## src/rtl/rollover_monitor.sv

```systemverilog
// Measures the cycle interval between consecutive counter rollover events and
// queues {dir, sat, interval} records in a small FIFO behind a valid/ready stream.
module rollover_monitor #(
  parameter int unsigned IW    = 8,
  parameter int unsigned DEPTH = 4
) (
  input  logic                     clk,
  input  logic                     rst,
  input  logic                     rollover,
  input  logic                     down,
  input  logic                     clear,
  output logic                     out_valid,
  input  logic                     out_ready,
  output logic [IW-1:0]            out_interval,
  output logic                     out_dir,
  output logic                     out_sat,
  output logic [$clog2(DEPTH):0]   fifo_level,
  output logic                     overflow
);

  localparam int unsigned PW = $clog2(DEPTH);
  localparam int unsigned LW = PW + 1;
  localparam logic [IW-1:0] CNT_MAX = '1;

  typedef struct packed {
    logic          dir;
    logic          sat;
    logic [IW-1:0] interval;
  } rec_t;

  typedef enum logic {IDLE, TIMING} state_t;

  state_t         state;
  logic           rollover_q;
  logic [IW-1:0]  cnt;
  rec_t           mem [DEPTH];
  logic [PW-1:0]  wr_ptr;
  logic [PW-1:0]  rd_ptr;
  logic [LW-1:0]  level;

  logic evt_c;
  logic push_c;
  logic pop_c;
  logic full_c;
  logic wr_en_c;
  rec_t rec_c;

  // Rising edge of rollover only; a held-high flag is one event.
  assign evt_c   = rollover & ~rollover_q;
  assign push_c  = evt_c && (state == TIMING);
  assign pop_c   = out_valid && out_ready;
  assign full_c  = (level == LW'(DEPTH));
  assign wr_en_c = push_c && (!full_c || pop_c);
  assign rec_c   = '{dir: down, sat: (cnt == CNT_MAX), interval: cnt};

  assign out_valid    = (level != '0);
  assign out_interval = mem[rd_ptr].interval;
  assign out_dir      = mem[rd_ptr].dir;
  assign out_sat      = mem[rd_ptr].sat;
  assign fifo_level   = level;

  always_ff @(posedge clk) begin
    if (rst) begin
      state      <= IDLE;
      rollover_q <= 1'b0;
      cnt        <= '0;
      wr_ptr     <= '0;
      rd_ptr     <= '0;
      level      <= '0;
      overflow   <= 1'b0;
      for (int unsigned i = 0; i < DEPTH; i++) mem[i] <= '0;
    end else begin
      rollover_q <= rollover;
      if (clear) begin
        // Flush everything except the edge detector, so a held flag stays quiet.
        state    <= IDLE;
        cnt      <= '0;
        wr_ptr   <= '0;
        rd_ptr   <= '0;
        level    <= '0;
        overflow <= 1'b0;
        for (int unsigned i = 0; i < DEPTH; i++) mem[i] <= '0;
      end else begin
        case (state)
          IDLE: begin
            if (evt_c) begin
              state <= TIMING;
              cnt   <= IW'(1);
            end
          end
          TIMING: begin
            if (evt_c) begin
              cnt <= IW'(1);
            end else if (cnt != CNT_MAX) begin
              cnt <= cnt + IW'(1);
            end
          end
          default: state <= IDLE;
        endcase

        if (wr_en_c) begin
          mem[wr_ptr] <= rec_c;
          wr_ptr      <= wr_ptr + PW'(1);
        end
        if (push_c && full_c && !pop_c) overflow <= 1'b1;
        if (pop_c) rd_ptr <= rd_ptr + PW'(1);
        level <= level + LW'(wr_en_c) - LW'(pop_c);
      end
    end
  end

endmodule

```

## config.mk

```make
export PLATFORM = sky130hd
export DESIGN_NAME = rollover_monitor
export DESIGN_NICKNAME = d
export VERILOG_FILES = /design/src/rtl/rollover_monitor.sv
export SDC_FILE = /design/constraint.sdc
export NUM_CORES = 1
export LEC_CHECK = 0
export ABC_CLOCK_PERIOD_IN_PS = 6900
export CAP_MARGIN = 20
export CORE_MARGIN = 2
export CORE_UTILIZATION = 55
export CTS_CLUSTER_DIAMETER = 120
export DETAILED_ROUTE_END_ITERATION = 8
export PLACE_DENSITY = 0.76
export SYNTH_ARGS = -nofsm -noshare
export SYNTH_HDL_FRONTEND = slang
export SYNTH_SLANG_ARGS = --single-unit
```

## constraint.sdc

```tcl
create_clock -name clk -period 6.9 [get_ports clk]
set_input_delay 1.035 -clock clk [delete_from_list [all_inputs] [get_ports clk]]
set_output_delay 1.035 -clock clk [all_outputs]
set_load 0.02 [all_outputs]
```

==> flow_metrics.py <==
metrics = {
    "detailed_routing": {
        "drt-pass1-iter-count": 4,
        "drc": 0,
        "routed_wl_mm": 5.175,
        "vias_per_cell": 5.697,
        "vias": 1823,
        "drt_iter0_markers": 114,
        "ant_nets": 0,
        "routedWlPerCell_um": 16.17,
    },
    "synthesis": {
        "syn_inst": 224,
        "synth.area.mux_share": 0.08566,
        "yosys_most_used_dff": "edfxtp_1",
        "synth_adder_area_share": 0.03759,
        "synth_edf_count": 40,
        "seq_area_frac_synth": 0.5594,
        "synth_seq_cells": 60,
        "syn_area_per_cell_um2": 12.78,
        "synth_cell_types": 46,
        "syn-cell-area_um2": 2863,
        "yosysWarnings": 0,
        "synth_top_family_by_area": "simple AND/OR/NAND/NOR gates",
        "syn_nets": 238,
        "synth_xor_area_frac": 0.009178,
        "synth_compound_area_frac": 0.05463,
        "async_flop_share": 0,
        "synth_simple_gate_area_frac": 0.2128,
    },
    "final_layout": {
        "drive_above_1_share": 0.1440,
        "mostFrequentLayoutCells": "40 x edfxtp_1, 30 x and2_1, 20 x dfxtp_1, 20 x clkdlybuf4s50_1, 15 x nor3_1",
        "antenna_cells": 0,
        "n_fill_cell": 404,
        "area_delta_synth_final_pct": 15.25,
        "nets": 259,
        "multiInputGateArea_um2": 1145,
        "register_area_um2": 1602,
        "final_common_cell": "edfxtp_1",
        "final_cells": 320,
        "finish.utilization": 0.6501,
    },
    "clock_network": {
        "post_cts_resized": 0,
        "path_clk_slew_ps": 70,
        "hold_buffers": 0,
        "clockBufferDepth": 2,
        "cts_buffers": 9,
        "root_buffer": "clkbuf_8",
        "clock-sinks": 60,
        "cts_tree": "yes",
        "cts_setup_buffers": 0,
        "h-tree-depth": 3,
        "insertion_delay_ps": 340,
    },
    "critical_path": {
        "crit_type": "primary input to register",
        "critPathArrivalTime_ps": 3730,
        "path_buf_inv": 4,
        "critPathMaxFanout": 12,
        "cp.required_ps": 7170,
        "cp-start-kind": "primary input",
        "critPathTopFamily": "simple AND/OR/NAND/NOR gates",
        "crit_path_end_kind": "register",
        "cpMaxStageDelayCell": "nor4b_4",
        "crit_top_cell": "inv_1",
        "worstPathCellList": "clkdlybuf4s50_1 -> nor4b_4 -> nor2_1 -> inv_1 -> ha_1 -> inv_1 -> ha_1 -> inv_1 -> fa_1 -> xor2_1 -> and2_1 -> nor3_1",
        "max_stage_delay_ps": 740,
    },
    "placement": {
        "place_ws_ps": 3066,
        "io_buffers": 20,
        "place_congestion": 0.7763,
        "dp.cells": 304,
        "hpwl_mm": 3.476,
    },
    "timing": {
        "maxSlewHeadroom": 0.4367,
        "fmax_mhz": 289.3,
        "finClkSkew_ps": 7.904,
        "drv_slew": 0,
        "final.min_clock_period_ps": 3457,
        "grt_setup_unrepaired": "no",
        "setup_viol": 0,
        "worst_slack_ps": 3443,
        "worstMarginPinSlew_ps": 841.3,
        "fin_crit_sh": 0.5010,
        "setup-tns-final_ps": 0,
        "hold_viol_final": 0,
    },
    "min_path": {
        "hold_class": "register to register",
    },
    "pwr": {
        "peakVddDrop_v": 0.0001313,
        "p_total_mw": 0.7467,
        "p_leak_nw": 1.141,
        "power_density_nw_per_um2": 226.3,
    },
    "die": {
        "initial_core_util": 0.5641,
        "num_rows": 26,
        "chipHeight_um": 76.15,
        "fp.coreArea_um2": 5075,
        "dieArea_um2": 5798,
        "die_w_um": 76.15,
        "io_pins": 21,
    },
    "run_status": {
        "status": "finished clean",
    },
    "global_routing": {
        "track_usage": 0.1998,
        "antenna_found_initial": 0,
        "grt-ovfl-total": 0,
        "grt_max_degree": 16,
        "grt_pass1_wl_mm": 8.721,
        "grt_pass1_vias": 1679,
    },
    "job": {
        "max_cap_violations": 0,
    },
}
==> registers in the layout, indices dropped and copies added, names as in the netlist, named ones only <==
register,cells
cnt,8
fifo_level,3
mem,40
overflow,1
rd_ptr,2
rollover_q,1
state,1
wr_ptr,2
==> power by group <==
part / leakage [nW] / internal [mW] / switching, mW / total, mW
clock: 0.0991 / 0.175 / 0.135 / 0.310
combinational: 0.436 / 0.0171 / 0.0208 / 0.0380
sequential: 0.606 / 0.394 / 0.00535 / 0.399
==> per-stage QoR <==
step / hold WS, ps / area, um2
after detailed placement: 460.1 / 3105
final: 475.6 / 3299
after CTS: 486.3 / 3299
after global placement: 466.0 / 3105
after floorplan: 484.7 / 2863
after global routing: 503.4 / 3299
==> logic make-up after synthesis <==
| kind of cell | after synthesis |
|---|---|
| adder cells (fa/ha/maj) | 8 |
| flip-flops | 60 |
| AO/OA/AOI/OAI | 23 |
| XOR/XNOR | 3 |
| buffers and inverters | 25 |
| AND/OR/NAND/NOR | 93 |
| multiplexers | 12 |
==> worst paths after layout <==
| path | start | cells after the start | slack (ps) | end |
|---|---|---|---|---|
| hold reg to reg | overflow | 2 | 480 | overflow |
| setup / recovery | out_ready | 12 | 3440 | fifo_level[2] |
| hold / removal | overflow | 2 | 480 | overflow |
| setup reg to reg | fifo_level[1] | 11 | 4130 | fifo_level[2] |
==> tightest hold or removal path, cell delays in order, from the launching register on <==
cell and delay [ps]:
dfxtp_1 330, a21oi_1 40, nor2_1 70
==> layer usage <==
metal | routed length, um | vias up | track usage | part of all wire
met4 | 94 | 0 | 0.07091 | 0.018
li1 | - | 875 | - | -
met1 | 2212 | 880 | 0.2574 | 0.43
met3 | 331 | 12 | 0.06754 | 0.064
met5 | 0 | - | 0 | 0
met2 | 2537 | 56 | 0.3179 | 0.49
==> synthesized netlist by cell type (all sizes together) (2+ instances only) <==
library cell / n / area (um2)
a211oi: 5 / 37.54
a21oi: 5 / 25.02
a31oi: 2 / 12.51
and2: 30 / 187.7
and3: 2 / 12.51
and4: 2 / 17.52
buf: 9 / 55.04
clkbuf: 5 / 20.01
dfxtp: 20 / 400.4
edfxtp: 40 / 1201
ha: 7 / 87.58
inv: 11 / 41.29
mux2i: 2 / 20.02
mux4: 10 / 225.2
nand2: 4 / 15.01
nand2b: 2 / 12.51
nand3: 9 / 50.05
nand4: 2 / 12.51
nor2: 10 / 37.54
nor2b: 2 / 12.51
nor3: 15 / 75.07
nor4: 6 / 88.83
nor4b: 2 / 32.53
o21ai: 2 / 10.01
o31ai: 4 / 30.03
or3: 3 / 18.77
xor2: 2 / 17.52
==> area by class of cell <==
type                       count  area share
sequential                    60      0.4854
tap                           70     0.02655
multi-input combinational    139      0.3470
clock inverter                 5     0.01593
inverter                      11     0.01251
timing repair buffer          24     0.06978
clock buffer                  11     0.04285
No activity file was read; power rests on OpenSTA's default activity.
